[config.mk]
export PLATFORM = sky130hd
export DESIGN_NAME = ex_mem_stage
export DESIGN_NICKNAME = d
export VERILOG_FILES = /design/src/rtl/ex_mem_stage.sv
export SDC_FILE = /design/constraint.sdc
export NUM_CORES = 1
export LEC_CHECK = 0
export BUFFER_PORTS_ARGS = -buffer_cell sky130_fd_sc_hd__buf_2
export CAP_MARGIN = 5
export CORE_MARGIN = 4
export CORE_UTILIZATION = 33
export CTS_BUF_LIST = sky130_fd_sc_hd__clkbuf_2 sky130_fd_sc_hd__clkbuf_4 sky130_fd_sc_hd__clkbuf_8
export CTS_CLUSTER_SIZE = 16
export DETAILED_ROUTE_END_ITERATION = 10
export GPL_ROUTABILITY_DRIVEN = 0
export PLACE_DENSITY = 0.53
export SLEW_MARGIN = 40
export SYNTH_ARGS = -nofsm -noshare
export SYNTH_HDL_FRONTEND = slang
export SYNTH_SLANG_ARGS = --single-unit
[constraint.sdc]
create_clock -name clk -period 4.7 [get_ports clk]
set_clock_uncertainty 0.15 [all_clocks]
set_input_delay 0.705 -clock clk [delete_from_list [all_inputs] [get_ports clk]]
set_output_delay 0.705 -clock clk [all_outputs]
set_load 0.005 [all_outputs]
[src/rtl/ex_mem_stage.sv]
// EX/MEM pipeline stage: registers the ALU result with its control bundle, resolves the branch
// outcome from the ALU flags, and hands bundles downstream through a 2-entry skid buffer.
module ex_mem_stage #(
  parameter int XLEN = 32,
  parameter int RW   = 5
) (
  input  logic            clk,
  input  logic            rst,
  input  logic            flush,
  input  logic            in_valid,
  output logic            in_ready,
  input  logic [XLEN-1:0] Result,
  input  logic            Zero,
  input  logic            Negative,
  input  logic            OverFlow,
  input  logic            Carry,
  input  logic            Branch,
  input  logic [2:0]      Funct3,
  input  logic            RegWrite,
  input  logic            MemWrite,
  input  logic [1:0]      ResultSrc,
  input  logic [XLEN-1:0] WriteData,
  input  logic [RW-1:0]   RD,
  output logic            out_valid,
  input  logic            out_ready,
  output logic [XLEN-1:0] ResultM,
  output logic [XLEN-1:0] WriteDataM,
  output logic            RegWriteM,
  output logic            MemWriteM,
  output logic [1:0]      ResultSrcM,
  output logic [RW-1:0]   RDM,
  output logic            BranchTakenM
);

  localparam int BW = 2 * XLEN + RW + 5;

  typedef enum logic [1:0] {
    EMPTY = 2'd0,
    ONE   = 2'd1,
    FULL  = 2'd2
  } state_t;

  state_t        state, next_state;
  logic          branch_cond, branch_taken;
  logic          in_xfer, out_xfer;
  logic          load_main_in, load_main_skid, load_skid;
  logic [BW-1:0] in_bundle, main_q, skid_q;

  always_comb begin
    branch_cond = 1'b0;
    case (Funct3)
      3'b000:  branch_cond = Zero;
      3'b001:  branch_cond = ~Zero;
      3'b100:  branch_cond = Negative ^ OverFlow;
      3'b101:  branch_cond = ~(Negative ^ OverFlow);
      3'b110:  branch_cond = ~Carry;
      3'b111:  branch_cond = Carry;
      default: branch_cond = 1'b0;
    endcase
  end

  assign branch_taken = Branch & branch_cond;
  assign in_bundle    = {Result, WriteData, RegWrite, MemWrite, ResultSrc, RD, branch_taken};
  assign {ResultM, WriteDataM, RegWriteM, MemWriteM, ResultSrcM, RDM, BranchTakenM} = main_q;

  // Handshake outputs decode only the state register, keeping ready/valid free of combinational paths.
  assign in_ready  = (state == EMPTY) || (state == ONE);
  assign out_valid = (state == ONE) || (state == FULL);
  assign in_xfer   = in_valid & in_ready;
  assign out_xfer  = out_valid & out_ready;

  always_comb begin
    next_state     = state;
    load_main_in   = 1'b0;
    load_main_skid = 1'b0;
    load_skid      = 1'b0;
    if (flush) begin
      next_state = EMPTY;
    end else begin
      case (state)
        EMPTY: begin
          if (in_xfer) begin
            load_main_in = 1'b1;
            next_state   = ONE;
          end
        end
        ONE: begin
          if (in_xfer && !out_xfer) begin
            load_skid  = 1'b1;
            next_state = FULL;
          end else if (in_xfer && out_xfer) begin
            load_main_in = 1'b1;
          end else if (out_xfer) begin
            next_state = EMPTY;
          end
        end
        FULL: begin
          if (out_xfer) begin
            load_main_skid = 1'b1;
            next_state     = ONE;
          end
        end
        default: next_state = EMPTY;
      endcase
    end
  end

  always_ff @(posedge clk or negedge rst) begin
    if (!rst) begin
      state  <= EMPTY;
      main_q <= '0;
      skid_q <= '0;
    end else begin
      state <= next_state;
      if (load_main_in) begin
        main_q <= in_bundle;
      end else if (load_main_skid) begin
        main_q <= skid_q;
      end
      if (load_skid) begin
        skid_q <= in_bundle;
      end
    end
  end

endmodule

==> out/qor.csv, run 1 <==
stage,metric,value,unit
timing,RSZ-0062 raised after global routing,no,
floorplan,Core ar.,19000,um^2
finish,Layout area overhead,22.5,%
job,Max Cap Viol,0,
finish,Reg area,3750,um^2
global_routing,GRT Util Overall,0.136,
setup_path,CP Capture Type,primary output,
floorplan,Starting Density,0.340,
clock_network,CTS tree,yes,
clock_network,root buffer cell,clkbuf_8,
yosys,Ys Warns,0,
yosys,Synth Flop Type,dfrtp_1,
floorplan,Ports,162,
routing,Total Routed Length,14400,um
placed_design,I/O Buffers,161,
yosys,sequential element share of the synthesized area,0.582,
power_and_ir_drop,P_leak,4.12,nW
setup_path,Setup CP Type,reg2out,
timing,endpoints failing setup,0,
yosys,Cells after Synth,514,
setup_path,"Req. time, crit path",3.85,ns
timing,setup TNS,0,ns
yosys,average size of a mapped cell,12.6,um^2
finish,Layout fillers,1864,
finish,multi-input logic area,2500,um^2
clock_network,TritonCTS Sinks,150,
routing,DR DRC count,0,
finish,Finished Cell Area,7910,um^2
timing,Pins Over Slew Limit,0,
timing,max_slew headroom,0.495,
floorplan,Die Area,21900,um^2
routing,wire length per cell after detailed routing,15.3,um
global_routing,pin count of the biggest net entering global routing,87,
placed_design,dpl cells,910,
floorplan,row count,50,
placed_design,DP Area,7460,um^2
routing,Pre-antenna DRT Iters,4,
floorplan,Horiz. Die Dim,148,um
clock_network,clk slew on worst S/H paths,0.08,ns
timing,number of hold violations in the final report,0,
finish,Final Non-Filler Cells,940,
global_routing,vias in the first global route,4661,
global_routing,global-route wire length before repair,23800,um
clock_network,Max H-tree Level,4,
floorplan,Die H,148,um
clock_network,cts bufs inserted,17,
power_and_ir_drop,worst vdd ir,0.185,mV
power_and_ir_drop,"Power, Total",4.25,mW
routing,Post-DRT Antenna Nets,0,
placed_design,post-detailed-placement half-perimeter wirelength,9590,um
timing,Final Cycle Share,0.528,
clock_network,Post-CTS Setup Bufs,0,
clock_network,worst-skew pair later-pin latency,0.43,ns
clock_network,maximum buffer depth of the clock tree,2,
finish,fin nets,760,
power_and_ir_drop,power density over the cells,537,nW/um^2
finish,layout cell share with drive strength beyond 1,0.351,
yosys,"EDFF count, synth",0,
routing,vias per cell,4.66,
yosys,"FFs w/ async S/R, synth",1.00,
timing,Worst-Margin Slew,0.758,ns
yosys,Synth Register Bits,150,
setup_path,arrival time of the worst setup path,1.63,ns
timing,Fmax,403,MHz
global_routing,initial antenna violation count,0,
timing,Final min period,2.48,ns
routing,Iter 0 DRT Violations,148,
global_routing,total gr overflow,0,
setup_path,CP Max Fanout,5,
worst_hold_path,Hold/Removal Path Class,in2async,
clock_network,hold-fix buffer count after cts,0,
yosys,post-synth cell types,29,
outcome,status,"finished, final reports clean",
yosys,synthesized cell area,6450,um^2
routing,via count,4379,
clock_network,Resized Gates After CTS,0,
yosys,Synth Net Count,605,
setup_path,crit path launch type,flop,
finish,Inserted Diodes,0,
## final cells by class
cell class | instances | share of cell area
Timing Repair Buffer | 168 | 0.111
Tap cell | 260 | 0.0411
Sequential cell | 150 | 0.475
Clock inverter | 7 | 0.0182
Clock buffer | 23 | 0.0377
Multi-Input combinational cell | 329 | 0.316
Inverter | 3 | 0.00142
## stage by stage
stage	util	worst slack, ns	hold WS [ns]
final	0.417	2.22	0.159
after detailed placement	0.394	2.27	0.325
after global placement	0.394	2.30	0.316
after floorplan	-	2.65	0.259
after CTS	0.417	2.17	0.175
after global routing	0.417	2.11	0.170
## worst max-delay path, cell delays in order (launching register included)
cell	delay, ns
dfrtp_1	0.43
inv_1	0.10
ha_1	0.24
or2_2	0.29
buf_2	0.13
## synthesized netlist by cell type, types with 2 or more instances
cell,number,share of area
buf_2,12,0.0093
o22ai_1,2,0.0019
buf_6,3,0.0052
mux2_1,38,0.066
mux2_2,37,0.065
mux2i_1,74,0.11
o21ai_1,3,0.0023
clkbuf_1,5,0.0029
nand3b_1,2,0.0023
o21ai_0,72,0.056
inv_1,3,0.0017
nand2_1,78,0.045
buf_4,11,0.013
nor2_1,6,0.0035
dfrtp_1,150,0.58
ha_1,5,0.0097
## power breakdown
part / total [mW] / internal, mW / switching, mW
sequential: 2.11 / 1.84 / 0.274
clock: 1.10 / 0.636 / 0.462
combinational: 1.04 / 0.575 / 0.464
total: 4.25 / 3.05 / 1.20
## logic make-up (layout without fill, tap and decap cells)
kind of cell,count (synthesis),in the layout,share of synthesized area
DFF,150,150,0.582
muxes,149,149,0.246
and+or+nand+nor,91,91,0.0593
AOI/OAI and AO/OA,83,83,0.0675
buffers and inverters,35,201,0.0328
adders and majority gates,5,5,0.00969
xor gates and xnor gates,1,1,0.00349
## path summary, 6_finish.rpt
path                                  from         end  depth (start not counted)  slack (ns)
worst max-delay path              state[0]    in_ready                          4        2.22
worst min-delay path                   rst  main_q[57]                          1        0.16
worst max register to register    state[0]  skid_q[27]                          6        2.28
worst min register to register  skid_q[60]  skid_q[60]                          1        0.34
min in group clk                     RD[2]   main_q[3]                          3        0.33
max in group asynchronous              rst  skid_q[38]                          2        3.28
## layer usage
layer  routed length, um  global-route usage  part of all wire
met1                5850               0.154              0.41
met2                7400               0.237              0.51
met3                 801              0.0466             0.056
met4                 346              0.0531             0.024
met5                   0                   0                 0
## layout by cell type, fill, tap and decap left out, drive strengths merged, types with 2 or more instances in the layout
master and count:
nor2 6, o22ai 2, clkbuf 24, bufinv 4, buf 167, o21ai 75, clkinvlp 2, nand3b 2
ha 5, inv 4, nor3b 2, mux2 75, dfrtp 150, nand2 78, mux2i 74
## state kept, by name (all words and copies together) (netlist names)
name	cells
state	2
skid_q	74
main_q	74
(Power assumes the default switching activity.)
==> run 2, diff against run 1 <==
--- a/config.mk
+++ b/config.mk
@@ -5,6 +5,7 @@
 export SDC_FILE = /design/constraint.sdc
 export NUM_CORES = 1
 export LEC_CHECK = 0
+export ABC_AREA = 1
 export BUFFER_PORTS_ARGS = -buffer_cell sky130_fd_sc_hd__buf_2
 export CAP_MARGIN = 5
 export CORE_MARGIN = 4
@@ -13,7 +14,7 @@
 export CTS_CLUSTER_SIZE = 16
 export DETAILED_ROUTE_END_ITERATION = 10
 export GPL_ROUTABILITY_DRIVEN = 0
-export PLACE_DENSITY = 0.53
+export PLACE_DENSITY = 0.55
 export SLEW_MARGIN = 40
 export SYNTH_ARGS = -nofsm -noshare
 export SYNTH_HDL_FRONTEND = slang
==> constraint.sdc (replaced) <==
create_clock -name clk -period 2.2 [get_ports clk]
set_clock_uncertainty 0.15 [all_clocks]
set_input_delay 0.33 -clock clk [delete_from_list [all_inputs] [get_ports clk]]
set_output_delay 0.33 -clock clk [all_outputs]
set_load 0.005 [all_outputs]
==> out/qor.csv, run 2 <==
stage,metric,value,unit,change
yosys,"FFs w/ async S/R, synth",1.00,,unchanged
setup_path,CP Max Fanout,40,,was 5
finish,fin nets,1091,,was 760
timing,Fmax,490,MHz,
setup_path,Setup CP Type,reg2reg,,was reg2out
power_and_ir_drop,worst vdd ir,0.555,mV,was 0.185 mV
floorplan,Horiz. Die Dim,150,um,was 148 um
timing,max_slew headroom,0.745,,was 0.495
worst_hold_path,Hold/Removal Path Class,in2reg,,was in2async
setup_path,CP Cell Sequence,"inv_1, ha_1, nand2_1, inv_1, nand3b_4, nand2_2, nand2_8, buf_12, nand3_1, nand3_1",,"was inv_1, ha_1, or2_2, buf_2"
setup_path,"Req. time, crit path",2.37,ns,was 3.85 ns
clock_network,worst-skew pair later-pin latency,0.44,ns,was 0.43 ns
yosys,Synth Net Count,873,,was 605
yosys,Synth Register Bits,150,,unchanged
floorplan,Starting Density,0.339,,was 0.340
outcome,status,"finished, final reports clean",,unchanged
finish,Largest regs,"main_q: 74 flops, skid_q: 74 flops, state: 2 flops",,unchanged
yosys,Ys Warns,0,,unchanged
timing,Pins Over Slew Limit,0,,unchanged
clock_network,maximum buffer depth of the clock tree,2,,unchanged
routing,Total Routed Length,19000,um,"was 14,400 um"
floorplan,Die H,150,um,was 148 um
global_routing,total gr overflow,0,,unchanged
clock_network,root buffer cell,clkbuf_8,,unchanged
yosys,share of the synthesized area in the top cell type,0.562,,was 0.582
floorplan,Ports,162,,unchanged
timing,Final Cycle Share,0.927,,
clock_network,CTS tree,yes,,unchanged
timing,setup TNS,0,ns,unchanged
timing,number of hold violations in the final report,0,,unchanged
placed_design,post-detailed-placement half-perimeter wirelength,11500,um,was 9590 um
yosys,synthesized cell area,6680,um^2,was 6450 um^2
clock_network,clk slew on worst S/H paths,0.08,ns,about the same
global_routing,pin count of the biggest net entering global routing,75,,was 87
placed_design,I/O Buffers,161,,unchanged
global_routing,vias in the first global route,5880,,"was 4,661"
global_routing,initial antenna violation count,0,,unchanged
job,Max Cap Viol,0,,unchanged
finish,layout cell share with drive strength beyond 1,0.218,,was 0.351
timing,Worst-Margin Slew,0.383,ns,was 0.758 ns
setup_path,Top delay family on crit path,simple AND/OR/NAND/NOR gates,,was flip-flops
finish,"most common cell after layout, fill and taps aside",nand2_1,,was buf_2
setup_path,crit path launch,state[0],,unchanged
worst_hold_path,Worst Hold Launch,OverFlow,,
finish,most frequent cells in the layout,"nand2_1 (314), nand3_1 (225), buf_2 (160), dfrtp_1 (149), dlygate4sd3_1 (74)",,"was buf_2 (160), dfrtp_1 (150), nand2_1 (78), mux2i_1 (74), o21ai_0 (72)"
clock_network,Max H-tree Level,4,,unchanged
setup_path,"Slowest-stage cell, CP",dfrtp_2,,was dfrtp_1
global_routing,GRT Util Overall,0.172,,was 0.136
setup_path,crit path launch type,flop,,unchanged
routing,via count,6008,,"was 4,379"
finish,Finished Cell Area,8910,um^2,was 7910 um^2
finish,Inserted Diodes,0,,unchanged
power_and_ir_drop,P_leak,4.62,nW,was 4.12 nW
clock_network,TritonCTS Sinks,150,,unchanged
yosys,Area contributors post-synth,"dfrtp_1 (56%), nand2_1 (18%), nand3_1 (17%)",,"was dfrtp_1 (58%), mux2i_1 (11%), mux2_1 (6.6%)"
timing,endpoints failing setup,0,,unchanged
yosys,most frequent cells after synthesis,"nand2_1 (317), nand3_1 (226), dfrtp_1 (150), buf_2 (27), buf_6 (17)",,"was dfrtp_1 (150), nand2_1 (78), mux2i_1 (74), o21ai_0 (72), mux2_1 (38)"
floorplan,row count,51,,was 50
yosys,Cells after Synth,782,,was 514
setup_path,CP Capture Type,flop,,was primary output
routing,wire length per cell after detailed routing,14.8,um,was 15.3 um
yosys,Synth Flop Type,dfrtp_1,,unchanged
global_routing,global-route wire length before repair,31000,um,"was 23,800 um"
setup_path,arrival time of the worst setup path,2.21,ns,was 1.63 ns
routing,Iter 0 DRT Violations,416,,was 148
setup_path,worst r2r src,state[0],,unchanged
yosys,sequential element share of the synthesized area,0.562,,was 0.582
timing,RSZ-0062 raised after global routing,yes,,was no
routing,DR DRC count,0,,unchanged
power_and_ir_drop,"Power, Total",9.57,mW,was 4.25 mW
yosys,"area leader, netlist",dfrtp_1,,unchanged
yosys,"count leader, synth",nand2_1,,was dfrtp_1
placed_design,DP Area,7750,um^2,was 7460 um^2
setup_path,CP Buf/Inv Count,3,,was 2
power_and_ir_drop,power density over the cells,1070,nW/um^2,was 537 nW/um^2
timing,Final min period,2.04,ns,
setup_path,delay of the slowest cell on the worst path,0.41,ns,was 0.43 ns
yosys,post-synth cell types,17,,was 29
yosys,average size of a mapped cell,8.54,um^2,was 12.6 um^2
routing,vias per cell,4.70,,was 4.66
yosys,"EDFF count, synth",0,,unchanged
floorplan,Die Area,22600,um^2,"was 21,900 um^2"
floorplan,Core ar.,19700,um^2,"was 19,000 um^2"
routing,Post-DRT Antenna Nets,0,,unchanged
clock_network,cts bufs inserted,17,,unchanged
routing,Pre-antenna DRT Iters,5,,was 4
finish,Layout area overhead,33.4,%,was 22.5%
run 2: changes by cell type in the layout (fill, tap and decap cells not counted), sizes merged, moves of 3 or more:
cell / before / now
nand2: 78 / 317
clkinv: 0 / 8
a21oi: 1 / 4
inv: 4 / 14
clkbuf: 24 / 18
nand3: 0 / 226
mux2: 75 / 0
o21ai: 75 / 2
mux2i: 74 / 0
dlygate4sd3: 0 / 74
buf: 167 / 179
run 2: cell families (layout without fill, tap and decap cells):
logic type | count (synthesis) | after routing | synth area share
adder cells (fa/ha/maj) | 5 | 5 | 0.00936
AND/OR/NAND/NOR | 550 | 550 | 0.354
AO/OA/AOI/OAI | 8 | 8 | 0.00843
buffers and inverters | 69 | 299 | 0.0663
flip-flops | 150 | 150 | 0.562
run 2: per-layer routing:
metal	track usage	wire length, um
met1	0.240	8700
met2	0.277	8920
met3	0.0397	1210
met4	0.0357	115
met5	0	0
run 2: timing repair:
action,in CTS,in global routing
setup buffers,0,0
gates resized for setup,0,4
hold buffers,74,0
endpoints found under the setup margin,0,67
hold endpoints to repair,289,0
run 2: final cells by class:
cell class                      instances  area, um^2
Fill cell                            1927       10800
Clock buffer                           17         234
Tap cell                              265         332
Timing Repair Buffer                  254        1880
Inverter                               14        52.6
Clock inverter                         14         138
Sequential cell                       150        3750
Multi-Input combinational cell        563        2520
run 2: path summary, 6_finish.rpt:
| kind | end | slack (ns) | cells past startpoint |
|---|---|---|---|
| worst min register to register | skid_q[2] | 0.33 | 2 |
| worst max-delay path | main_q[66] | 0.16 | 10 |
| worst max register to register | main_q[66] | 0.16 | 10 |
| max in group asynchronous | state[0] | 1.10 | 3 |
| worst min-delay path | main_q[0] | 0.16 | 6 |
| min in group asynchronous | main_q[26] | 0.18 | 2 |
run 2: worst reg2reg max path: cells and delay by family, from the launching register on:
family                   cells  cell delay (ns)
adder cells (fa/ha/maj)      1             0.29
buffers and inverters        3             0.42
flip-flops                   1             0.41
AND/OR/NAND/NOR              6             0.64
run 2: report_power, final:
group          switching [mW]  internal (mW)
Combinational            1.45           1.33
Sequential              0.713           4.03
Clock                    1.06          0.990
run 2: metrics by stage:
stage,std cells,hold slack (ns),util,setup slack [ns]
global placement,1171,0.0908,0.393,0.140
finish,1277,0.157,0.452,0.160
floorplan,782,-0.116,-,0.353
CTS,1276,0.128,0.450,0.0586
global route,1277,0.142,0.452,0.00419
detailed placement,1171,0.0905,0.393,0.0832
